[src/rtl/pcs_rx_sync_pkg.sv]
// pcs_rx_sync_pkg: shared definitions for the 1000BASE-X PCS receive sync block.
//   - 10b code-group constants recognised as valid (running disparity is ignored, so both
//     disparity variants of each code-group are listed).
//   - comma pattern constants (bits [9:3] of a comma-bearing code-group).
//   - one-hot state encoding of the synchronization FSM plus state-group helpers.
// Bit 9 of every code-group is 'a', bit 0 is 'j'.
package pcs_rx_sync_pkg;

  // Control code-groups (commas).
  localparam logic [9:0] K28p5Neg = 10'b0011111010;
  localparam logic [9:0] K28p5Pos = 10'b1100000101;
  localparam logic [9:0] K28p1Neg = 10'b0011111001;
  localparam logic [9:0] K28p1Pos = 10'b1100000110;

  // Data code-groups.
  localparam logic [9:0] D16p2Neg = 10'b0110110101;
  localparam logic [9:0] D16p2Pos = 10'b1001000101;
  localparam logic [9:0] D21p5    = 10'b1010101010;
  localparam logic [9:0] D5p6     = 10'b1010010110;

  // Seven-bit comma sequences, both polarities.
  localparam logic [6:0] CommaNeg = 7'b0011111;
  localparam logic [6:0] CommaPos = 7'b1100000;

  typedef enum logic [12:0] {
    StLossOfSync     = 13'b0000000000001,
    StCommaDetect1   = 13'b0000000000010,
    StCommaDetect2   = 13'b0000000000100,
    StCommaDetect3   = 13'b0000000001000,
    StAcquireSync1   = 13'b0000000010000,
    StAcquireSync2   = 13'b0000000100000,
    StSyncAcquired1  = 13'b0000001000000,
    StSyncAcquired2  = 13'b0000010000000,
    StSyncAcquired2A = 13'b0000100000000,
    StSyncAcquired3  = 13'b0001000000000,
    StSyncAcquired3A = 13'b0010000000000,
    StSyncAcquired4  = 13'b0100000000000,
    StSyncAcquired4A = 13'b1000000000000
  } sync_state_e;

  function automatic logic is_synced(sync_state_e s);
    return s inside {StSyncAcquired1, StSyncAcquired2, StSyncAcquired2A, StSyncAcquired3,
                     StSyncAcquired3A, StSyncAcquired4, StSyncAcquired4A};
  endfunction

  function automatic logic is_comma_detect(sync_state_e s);
    return s inside {StCommaDetect1, StCommaDetect2, StCommaDetect3};
  endfunction

endpackage

[src/rtl/pcs_cg_classify.sv]
// pcs_cg_classify: combinational 10b code-group classifier.
// Ports:
//   code_group [9:0] in  : code-group, bit 9 = a, bit 0 = j
//   valid            out : code-group is in the shared code table
//   comma            out : bits [9:3] hold a comma sequence (either polarity)
//   is_data          out : valid data code-group
module pcs_cg_classify
  import pcs_rx_sync_pkg::*;
(
  input  logic [9:0] code_group,
  output logic       valid,
  output logic       comma,
  output logic       is_data
);

  always_comb begin
    valid   = 1'b0;
    is_data = 1'b0;
    case (code_group)
      K28p5Neg, K28p5Pos, K28p1Neg, K28p1Pos: valid = 1'b1;
      D16p2Neg, D16p2Pos, D21p5, D5p6: begin
        valid   = 1'b1;
        is_data = 1'b1;
      end
      default: ;
    endcase
  end

  assign comma = (code_group[9:3] == CommaNeg) || (code_group[9:3] == CommaPos);

endmodule

[src/rtl/pcs_rx_sync.sv]
// pcs_rx_sync: 1000BASE-X PCS receive code-group synchronization.
// Runs comma alignment, even/odd tracking and loss-of-sync hysteresis; one code-group per
// clock, outputs registered with one cycle of latency.
// Ports:
//   clk, reset (synchronous, active high)
//   rx_code_group [9:0] in  : received code-group
//   signal_detect       in  : PMD signal present; low forces loss of sync
//   SUDI [10:0]         out : {code_group, rx_even}
//   sync_status         out : 1 while in any SYNC_ACQUIRED state
// Optional (macro PCS_RX_SYNC_STATS_EN):
//   stats_clear         in  : clears both counters
//   bad_cg_count [15:0] out : saturating count of bad code-groups seen while synced
//   los_count [7:0]     out : saturating count of synced -> loss-of-sync transitions
module pcs_rx_sync
  import pcs_rx_sync_pkg::*;
#(
  parameter int unsigned GOOD_CGS_TARGET = 3
) (
  input  logic        clk,
  input  logic        reset,
  input  logic [9:0]  rx_code_group,
  input  logic        signal_detect,
  output logic [10:0] SUDI,
  output logic        sync_status
`ifdef PCS_RX_SYNC_STATS_EN
  ,
  input  logic        stats_clear,
  output logic [15:0] bad_cg_count,
  output logic [7:0]  los_count
`endif
);

  localparam int unsigned GcW = (GOOD_CGS_TARGET < 2) ? 1 : $clog2(GOOD_CGS_TARGET + 1);
  localparam logic [GcW-1:0] GcTarget = GcW'(GOOD_CGS_TARGET);
  localparam logic [GcW-1:0] GcOne    = GcW'(1);

  sync_state_e    state_q, state_d;
  logic           rx_even_q, rx_even_d;
  logic [GcW-1:0] good_cgs_q, good_cgs_d;
  logic           cg_valid, cg_comma, cg_data;
  logic           cgbad, cggood;

  pcs_cg_classify u_classify (
    .code_group (rx_code_group),
    .valid      (cg_valid),
    .comma      (cg_comma),
    .is_data    (cg_data)
  );

  // A comma landing on an odd position is treated as a bad code-group.
  assign cgbad  = !cg_valid || (cg_comma && rx_even_q);
  assign cggood = !cgbad;

  always_comb begin
    state_d    = state_q;
    good_cgs_d = '0;
    unique case (state_q)
      StLossOfSync:   if (cg_comma) state_d = StCommaDetect1;
      StCommaDetect1: state_d = cg_data ? StAcquireSync1 : StLossOfSync;
      StCommaDetect2: state_d = cg_data ? StAcquireSync2 : StLossOfSync;
      StCommaDetect3: state_d = cg_data ? StSyncAcquired1 : StLossOfSync;
      StAcquireSync1: begin
        if (cgbad)                      state_d = StLossOfSync;
        else if (cg_comma && !rx_even_q) state_d = StCommaDetect2;
      end
      StAcquireSync2: begin
        if (cgbad)                      state_d = StLossOfSync;
        else if (cg_comma && !rx_even_q) state_d = StCommaDetect3;
      end
      StSyncAcquired1: if (cgbad) state_d = StSyncAcquired2;
      StSyncAcquired2: begin
        if (cgbad) state_d = StSyncAcquired3;
        else begin
          state_d    = StSyncAcquired2A;
          good_cgs_d = GcOne;
        end
      end
      StSyncAcquired3: begin
        if (cgbad) state_d = StSyncAcquired4;
        else begin
          state_d    = StSyncAcquired3A;
          good_cgs_d = GcOne;
        end
      end
      StSyncAcquired4: begin
        if (cgbad) state_d = StLossOfSync;
        else begin
          state_d    = StSyncAcquired4A;
          good_cgs_d = GcOne;
        end
      end
      StSyncAcquired2A: begin
        if (cgbad)                         state_d = StSyncAcquired3;
        else if (good_cgs_q == GcTarget)   state_d = StSyncAcquired1;
        else if (good_cgs_q != '1)         good_cgs_d = good_cgs_q + GcOne;
        else                               good_cgs_d = good_cgs_q;
      end
      StSyncAcquired3A: begin
        if (cgbad)                         state_d = StSyncAcquired4;
        else if (good_cgs_q == GcTarget)   state_d = StSyncAcquired2;
        else if (good_cgs_q != '1)         good_cgs_d = good_cgs_q + GcOne;
        else                               good_cgs_d = good_cgs_q;
      end
      StSyncAcquired4A: begin
        if (cgbad)                         state_d = StLossOfSync;
        else if (good_cgs_q == GcTarget)   state_d = StSyncAcquired3;
        else if (good_cgs_q != '1)         good_cgs_d = good_cgs_q + GcOne;
        else                               good_cgs_d = good_cgs_q;
      end
      default: state_d = StLossOfSync;
    endcase

    if (!signal_detect) begin
      state_d    = StLossOfSync;
      good_cgs_d = '0;
    end

    // rx_even is an entry action of the next state: comma-detect forces even, all else toggle.
    rx_even_d = is_comma_detect(state_d) ? 1'b1 : !rx_even_q;
  end

  always_ff @(posedge clk) begin
    if (reset) begin
      state_q     <= StLossOfSync;
      rx_even_q   <= 1'b0;
      good_cgs_q  <= '0;
      SUDI        <= '0;
      sync_status <= 1'b0;
    end else begin
      state_q     <= state_d;
      rx_even_q   <= rx_even_d;
      good_cgs_q  <= good_cgs_d;
      SUDI        <= {rx_code_group, rx_even_d};
      sync_status <= is_synced(state_d);
    end
  end

`ifdef PCS_RX_SYNC_STATS_EN
  logic was_synced;
  assign was_synced = is_synced(state_q);

  always_ff @(posedge clk) begin
    if (reset || stats_clear) begin
      bad_cg_count <= '0;
      los_count    <= '0;
    end else begin
      if (was_synced && cgbad && (bad_cg_count != '1)) bad_cg_count <= bad_cg_count + 16'd1;
      if (was_synced && (state_d == StLossOfSync) && (los_count != '1)) begin
        los_count <= los_count + 8'd1;
      end
    end
  end
`endif

endmodule
[config.mk]
export PLATFORM = sky130hd
export DESIGN_NAME = pcs_rx_sync
export DESIGN_NICKNAME = d
export VERILOG_FILES = /design/src/rtl/pcs_rx_sync_pkg.sv /design/src/rtl/pcs_cg_classify.sv /design/src/rtl/pcs_rx_sync.sv
export SDC_FILE = /design/constraint.sdc
export NUM_CORES = 1
export LEC_CHECK = 0
export ABC_AREA = 1
export CORE_MARGIN = 3
export CORE_UTILIZATION = 45
export DETAILED_ROUTE_END_ITERATION = 12
export PLACE_DENSITY = 0.68
export SLEW_MARGIN = 20
export SYNTH_ARGS = -nofsm -noshare
export SYNTH_HDL_FRONTEND = slang
export SYNTH_SLANG_ARGS = --single-unit
[constraint.sdc]
create_clock -name clk -period 2.6 [get_ports clk]
set_clock_uncertainty 0.15 [all_clocks]
set_input_delay 0.78 -clock clk [delete_from_list [all_inputs] [get_ports clk]]
set_output_delay 0.78 -clock clk [all_outputs]
set_load 0.05 [all_outputs]
==> results of run 1 <==
[state kept, by name, summed over array words and instances (netlist names)]
register	cells
SUDI	11
state_q	13
sync_status	1
good_cgs_q	2
[area by class of cell]
cell class | count | area, µm² | area share, %
clock buffers | 4 | 45.04 | 1.810
repair buffers | 76 | 618.1 | 24.84
multi-input cells | 215 | 1089 | 43.74
flip-flops and latches | 27 | 540.5 | 21.72
well taps | 46 | 57.56 | 2.313
inverters | 37 | 138.9 | 5.581
[per-stage QoR]
| step | TNS (ns) | total power [mW] | utilization [%] | worst slack (ns) | cell area (µm²) |
|---|---|---|---|---|---|
| after floorplan | 0 | 0.5322 | - | 0.2141 | 1684 |
| after global placement | -4.777 | 0.6073 | 65.26 | -0.5868 | 2263 |
| after CTS | 0 | 0.8503 | 68.90 | 0.03954 | 2390 |
| final | 0 | 0.8680 | 71.75 | 0.1025 | 2489 |
| after detailed placement | -5.168 | 0.6075 | 65.26 | -0.6242 | 2263 |
| after global routing | -0.02259 | 0.9027 | 71.75 | -0.02259 | 2489 |
[power groups by stage]
stage / clock [mW] / sequential, mW / combinational (mW)
after CTS: 0.247 / 0.429 / 0.175
after detailed placement: 0 / 0.438 / 0.170
after global routing: 0.263 / 0.430 / 0.210
final: 0.244 / 0.429 / 0.195
after floorplan: 0 / 0.467 / 0.0655
after global placement: 0 / 0.438 / 0.170
[worst reg2reg max path, delay by kind of cell, from the launching register on]
kind,cells,cell delay [ns]
simple gates,14,1.60
flops,1,0.36
buf+inv,2,0.19
[worst paths after layout]
path / start / end / slack (ns) / cells after the start
hold reg to reg: state_q[4] / state_q[4] / 0.43 / 2
hold / removal: state_q[4] / state_q[4] / 0.43 / 2
setup reg to reg: state_q[6] / sync_status / 0.21 / 16
setup / recovery: rx_code_group[8] / sync_status / 0.10 / 17
[logic make-up after synthesis]
group	count (synthesis)	share of synthesized area [%]
and+or+nand+nor	194	50.82
buffers and inverters	41	9.807
DFF	27	32.10
AOI/OAI and AO/OA	20	6.538
adders and majority gates	1	0.7428
[cells in the final DEF, fill, tap and decap left out, types with 4 or more instances in the layout]
master,count
a21oi_1,8
nand3_2,4
nand3_1,25
nor2_2,13
nand2_2,15
nor2_4,5
dlygate4sd2_1,4
nand2_1,69
dfxtp_1,27
clkdlybuf4s50_1,14
clkbuf_2,4
inv_1,27
buf_4,51
nor3_1,4
o21ai_0,6
inv_2,10
nor2_1,48
[timing repair]
item                       CTS  global route
gates resized for setup     35            28
buffers inserted             4             7
cloned                       0             0
hold endpoints to repair     0             0
setup endpoints to repair   10             4
pin swaps                    8            13
[metal layers]
| layer | vias to the layer above | routed length [µm] | share of wire [%] |
|---|---|---|---|
| met5 | - | 0 | 0 |
| met4 | 0 | 104 | 2.2 |
| met3 | 12 | 246 | 5.1 |
| met2 | 72 | 2233 | 46 |
| met1 | 852 | 2251 | 47 |
| li1 | 1043 | - | - |
==> metrics.log, run 1 <==
INFO  metric status = completed
INFO  metric fmaxAchievable = 400.4 MHz
INFO  metric synth.largest_area_cell = dfxtp_1
INFO  metric post_cts_hold_buffer_count = 0
INFO  metric power_frac_clock = 28.1%
INFO  metric timing.critical_path.from_type = input pin
INFO  metric dominantRegCellSynth = dfxtp_1
INFO  metric vias = 1,979
INFO  metric area_delta_synth_final = 47.77%
INFO  metric final_cell_count_no_fill = 405
INFO  metric post_synth_instance_area = 0.001684 mm²
INFO  metric worst-setup-path-type = input pin to register
INFO  metric whs = 0.4264 ns
INFO  metric drive_above_1_share = 31.20%
INFO  metric post-dp-hpwl = 3.593 mm
INFO  metric dpl.cell_count = 390
INFO  metric synth-seq-cells = 27
INFO  metric power.combinational.fraction = 22.5%
INFO  metric synthTopCellsByArea = dfxtp_1 (32%), nand2_1 (18%), nor2_1 (13%), inv_1 (8.0%), nand3_1 (7.4%)
INFO  metric antenna_found_initial = 0
INFO  metric drtPass1Iterations = 5
INFO  metric synth-async-reset-ratio = 0%
INFO  metric global_route.overflow_total = 0
INFO  metric hp-class = register to register
INFO  metric seq_area_frac_synth = 32.10%
INFO  metric timing.critical_path.arrival = 2.53 ns
INFO  metric clock_insertion_delay_at_the_later_pin_of_the_skew_report = 0.27 ns
INFO  metric tritoncts.num_buffers = 3
INFO  metric drt_drc_violations_left = 0
INFO  metric grtUsageTotal = 22.58%
INFO  metric slew_headroom = 65.13%
INFO  metric seqPwrFrac = 49.4%
INFO  metric finalWorstPathRequiredPeriod = 2.498 ns
INFO  metric dr.first_iter.drc_count = 130
INFO  metric timing.critical_path.cells = clkdlybuf4s15_1 -> inv_2 -> nand2_2 -> nor3_4 -> o21ai_4 -> nor2_4 -> inv_2 -> nand2_4 -> o21ai_0 -> inv_1 -> nand2_1 -> o21bai_1 -> inv_1 -> nand2_1 -> nand3_1 -> nand2_1 -> inv_1
INFO  metric filler_cell_count = 321
INFO  metric grt_most_used_layer = met2
INFO  metric postSynthAreaPerCell = 5.951 µm²
INFO  metric maximum_number_of_pins_on_one_net_before_global_route_repair = 15
INFO  metric fin_nets = 374
INFO  metric row_count = 21
INFO  metric routed_via_count_divided_by_cell_count = 4.886
INFO  metric internal_power = 0.6149 mW
INFO  metric critPathMaxStageDelay = 0.22 ns
INFO  metric critical_path.endpoint_type = register
INFO  metric die_height = 67.18 µm
INFO  metric clockBufferDepth = 2
INFO  metric gpl.final_weighted_congestion = 0.9038
INFO  metric syn_nets = 297
INFO  metric total_wirelength = 4.835 mm
INFO  metric setup_viol_count_final = 0
INFO  metric timing_max_transition_violations_final = 0
INFO  metric cts_tree = done
INFO  metric worstMarginPinSlew = 0.5215 ns
INFO  metric floorplan.initialDensity = 48.56%
INFO  metric critical_path_slowest_stage_cell = clkdlybuf4s15_1
INFO  metric ys_warn_count = 0
INFO  metric yosys.cell_types.count = 26
INFO  metric portBuffers = 24
INFO  metric insertedDiodeCount = 0
INFO  metric cpLargestDelayFamily = simple AND/OR/NAND/NOR gates
INFO  metric design.die.area = 0.004512 mm²
INFO  metric leakage = 1.265 nW
INFO  metric pwr_density_cell = 348.8 mW/mm²
INFO  metric ant_nets = 0
INFO  metric cp.required = 2.63 ns
INFO  metric avgRoutedWirePerCell = 11.94 µm
INFO  metric worst-path-buf-inv = 6
INFO  metric net-switching-power = 0.2531 mW
INFO  metric coreArea = 0.003468 mm²
INFO  metric finalCritPeriodShare = 96.06%
INFO  metric synth_cells = 283
INFO  metric post-synth-top-count-cell = nand2_1
INFO  metric global_route_wire_length_before_repair = 7.845 mm
INFO  metric die_x = 67.18 µm
INFO  metric floorplan.io_pins = 25
INFO  metric number_of_global_route_vias_before_repair = 1,814
INFO  metric worst_ir_drop_vdd = 0.0002731 V
INFO  metric clock_sinks = 27
INFO  metric synth.top_cells.by_count = nand2_1 (82), nor2_1 (58), inv_1 (36)
INFO  metric power.share.switching = 29.16%
INFO  metric synth_top_area_share = 32.10%
INFO  metric grt_use_met3 = 2.662%
INFO  metric number_of_synthesized_flops_with_an_enable_pin = 0
INFO  metric h_tree_depth = 1
INFO  metric met1_usage = 29.70%
INFO  metric ctsRootBufferMaster = clkbuf_8
INFO  metric globalRouteMet2Util = 38.65%
INFO  metric cts.reportedPaths.clkPinSlew = 0.10 ns
INFO  metric largest_fanout_on_the_critical_path = 6
INFO  metric max_cap_viols = 0
INFO  metric hold_violations = 0
Power figures use the tool's default switching activity.
==> inputs of run 2 (changes only) <==
--- a/config.mk
+++ b/config.mk
@@ -9,7 +9,7 @@
 export CORE_MARGIN = 3
 export CORE_UTILIZATION = 45
 export DETAILED_ROUTE_END_ITERATION = 12
-export PLACE_DENSITY = 0.68
+export PLACE_DENSITY = 0.74
 export SLEW_MARGIN = 20
 export SYNTH_ARGS = -nofsm -noshare
 export SYNTH_HDL_FRONTEND = slang
==> run 2 against run 1 <==
First-iteration DRC count rose by 28%. Total power rose by 0.12%. Sequential power barely moved. Register-to-register slack got worse by 0.04 ns. Final area fell by 1.4%. Global-route usage rose by 0.17 points. Critical path depth rose by 1. Highest routed layer unchanged.
==> metrics.log, run 2 (synthesis gave the netlist of run 1 again) <==
INFO  metric hold-path-endpoint = state_q[4]
INFO  metric seqPwrFrac = 49.3% (about the same)
INFO  metric ant_nets = 0 (unchanged)
INFO  metric max_cap_viols = 0 (unchanged)
INFO  metric floorplan.initialDensity = 48.56% (unchanged)
INFO  metric cp.required = 2.68 ns (+0.05 ns)
INFO  metric post-dp-hpwl = 3.533 mm (-1.7%)
INFO  metric fmaxAchievable = 400.4 MHz (about the same)
INFO  metric finalWorstPathRequiredPeriod = 2.497 ns (-0.0003250 ns)
INFO  metric gpl.final_weighted_congestion = 0.9337 (+3.3%)
INFO  metric timing_max_transition_violations_final = 0 (unchanged)
INFO  metric worst_slack = 0.1028 ns (+0.0003250 ns)
INFO  metric min_delay_path_depth = 2 (unchanged)
INFO  metric timing.critical_path.cells = clkdlybuf4s15_1 -> inv_2 -> nand2_2 -> nor2_4 -> nand2_1 -> nand2_2 -> o21ai_4 -> buf_4 -> nand2_2 -> buf_4 -> nand3_2 -> nor2_4 -> nand2_1 -> nor2_2 -> nand4_1 -> nand3_1 -> nand2_1 -> inv_1
INFO  metric worst_min_path_start = state_q[4]
INFO  metric maximum_number_of_pins_on_one_net_before_global_route_repair = 16 (+1)
INFO  metric h_tree_depth = 1 (unchanged)
INFO  metric layout_commonest_cell = nand2_1
INFO  metric reg2reg_setup_slack = 0.17 ns (-0.04 ns)
INFO  metric drive_above_1_share = 29.14% (-2.1 points)
INFO  metric slew_headroom = 65.98% (+0.85 points)
INFO  metric power_frac_clock = 27.9% (-0.2 points)
INFO  metric row_count = 21 (unchanged)
INFO  metric global_route_wire_length_before_repair = 7.893 mm (+0.61%)
INFO  metric max_ffs_per_register = 13 (unchanged)
INFO  metric timing.critical_path.from_type = input pin
INFO  metric clock_insertion_delay_at_the_later_pin_of_the_skew_report = 0.27 ns (about the same)
INFO  metric clockBufferDepth = 2 (unchanged)
INFO  metric cpLargestDelayFamily = simple AND/OR/NAND/NOR gates
INFO  metric antenna_found_initial = 0 (unchanged)
INFO  metric internal_power = 0.6094 mW (-0.90%)
INFO  metric launching_point_of_the_worst_reg2reg_path = state_q[8]
INFO  metric r2r_path_end = sync_status
INFO  metric commonest_cells_after_routing_fill_and_taps_aside = nand2_1 (70), nor2_1 (47), buf_4 (43)
INFO  metric portBuffers = 24 (unchanged)
INFO  metric total_wirelength = 4.862 mm (+0.56%)
INFO  metric dr.first_iter.drc_count = 166 (+28%)
INFO  metric power.combinational.fraction = 22.8% (+0.3 points)
INFO  metric number_of_global_route_vias_before_repair = 1,918 (+5.7%)
INFO  metric largest-register = state_q
INFO  metric power.share.switching = 29.88% (+0.72 points)
INFO  metric hold_violations = 0 (unchanged)
INFO  metric drt_drc_violations_left = 0 (unchanged)
INFO  metric clock_sinks = 27 (unchanged)
INFO  metric rsz_0062_raised_after_global_routing = yes
INFO  metric timing.critical_path.arrival = 2.58 ns (+0.05 ns)
INFO  metric tritoncts.num_buffers = 3 (unchanged)
INFO  metric final_util = 70.78% (-0.97 points)
INFO  metric worst_ir_drop_vdd = 0.0002768 V (+1.3%)
INFO  metric setup_viol_count_final = 0 (unchanged)
INFO  metric hp-class = register to register
INFO  metric avgRoutedWirePerCell = 12.28 µm (+2.8%)
INFO  metric drtPass1Iterations = 4 (-1)
INFO  metric critPathMaxStageDelay = 0.23 ns (about the same)
INFO  metric vias = 2,043 (+3.2%)
INFO  metric preCtsSetupSlack = -0.5587 ns (+0.06551 ns)
INFO  metric worst-setup-path-type = input pin to register
INFO  metric cts_tree = done
INFO  metric global_route.overflow_total = 0 (unchanged)
INFO  metric coreArea = 0.003468 mm² (unchanged)
INFO  metric critical_path.endpoint_type = register
INFO  metric status = completed
INFO  metric reg2regPathDepth = 14 (-2)
INFO  metric routed_via_count_divided_by_cell_count = 5.159 (+5.6%)
INFO  metric ctsRootBufferMaster = clkbuf_8
INFO  metric floorplan.io_pins = 25 (unchanged)
INFO  metric design.die.area = 0.004512 mm² (unchanged)
INFO  metric largest_fanout_on_the_critical_path = 4 (-2)
INFO  metric critical_path_slowest_stage_cell = clkdlybuf4s15_1
INFO  metric net-switching-power = 0.2597 mW (+2.6%)
INFO  metric worst-path-buf-inv = 5 (-1)
INFO  metric pwr_density_cell = 354.0 mW/mm² (+1.5%)
INFO  metric cts.reportedPaths.clkPinSlew = 0.09 ns (about the same)
INFO  metric finalCritPeriodShare = 96.05% (about the same)
INFO  metric grtUsageTotal = 22.75% (+0.17 points)
INFO  metric die_height = 67.18 µm (unchanged)
INFO  metric area_delta_synth_final = 45.76%
INFO  metric insertedDiodeCount = 0 (unchanged)
INFO  metric die_x = 67.18 µm (unchanged)
INFO  metric post_cts_hold_buffer_count = 0 (unchanged)
INFO  metric leakage = 1.227 nW (-2.9%)
INFO  metric top_regs = state_q x13, SUDI x11, good_cgs_q x2
INFO  metric worstMarginPinSlew = 0.5087 ns (-0.01276 ns)
INFO  metric fin_nets = 365 (-2.4%)
run 2: cell count changes in the layout (fill, tap and decap cells not counted), moves of 2 or more:
cell / change
nand3_1: -2
dlygate4sd2_1: +4
nand3_2: +2
nor2_4: +4
clkbuf_2: -4
buf_4: -8
nor2_2: -3
run 2: cell type report:
type | count | area, µm²
multi-input cells | 215 | 1119
repair buffers | 67 | 553.0
clock inverters | 1 | 5.005
fillers | 298 | 1013
clock buffers | 3 | 41.29
flip-flops and latches | 27 | 540.5
well taps | 46 | 57.56
inverters | 37 | 138.9
run 2: tightest hold or removal path, cell delays in order (launching register included):
cell and delay (ns):
dfxtp_1 0.36, nand3_2 0.09, a21oi_1 0.06
run 2: power by group through the flow:
stage,registers (mW),logic (mW),clock network [mW]
floorplan,0.467,0.0655,0
global placement,0.438,0.169,0
detailed placement,0.438,0.171,0
CTS,0.428,0.179,0.249
global route,0.430,0.212,0.261
finish,0.429,0.198,0.242
run 2: what timing repair did:
action / 4_1_cts / 5_1_grt
pin swaps: 10 / 16
gates resized for setup: 38 / 24
endpoints found under the setup margin: 4 / 4
buffers inserted: 2 / 4
cloned: 0 / 0
run 2: worst max-delay path by stage:
stage	startpoint	end	slack, ns	depth (start not counted)
after floorplan	rx_code_group[6]	sync_status	0.21	18
after global placement	rx_code_group[4]	sync_status	-0.55	14
after detailed placement	rx_code_group[4]	sync_status	-0.56	16
after CTS	rx_code_group[9]	sync_status	0.08	17
after global routing	rx_code_group[4]	sync_status	-0.05	19
final	rx_code_group[7]	sync_status	0.10	18
run 2: stage by stage:
step                hold WS [ns]  cells  cell area, µm²  power, mW  setup TNS (ns)
floorplan                 0.3361    283            1684     0.5322               0
global placement          0.3765    386            2233     0.6067          -4.154
detailed placement        0.3861    386            2233     0.6083          -4.224
CTS                       0.4026    392            2350     0.8566               0
global route              0.4185    396            2455     0.9030        -0.04897
finish                    0.3970    396            2455     0.8690               0
run 2: per-layer routing:
metal	up-vias	track usage (%)	wire length, µm
met2	79	41.10	2394
li1	1018	-	-
met5	-	0	0
met1	925	26.25	2064
met3	21	3.661	255
met4	0	9.873	148
==> inputs of run 3 (changes only) <==
--- a/config.mk
+++ b/config.mk
@@ -6,6 +6,7 @@
 export NUM_CORES = 1
 export LEC_CHECK = 0
 export ABC_AREA = 1
+export ABC_CLOCK_PERIOD_IN_PS = 2600
 export CORE_MARGIN = 3
 export CORE_UTILIZATION = 45
 export DETAILED_ROUTE_END_ITERATION = 12
==> results of run 3 <==
Final layout, timing and power as in run 2 (identical DEF).
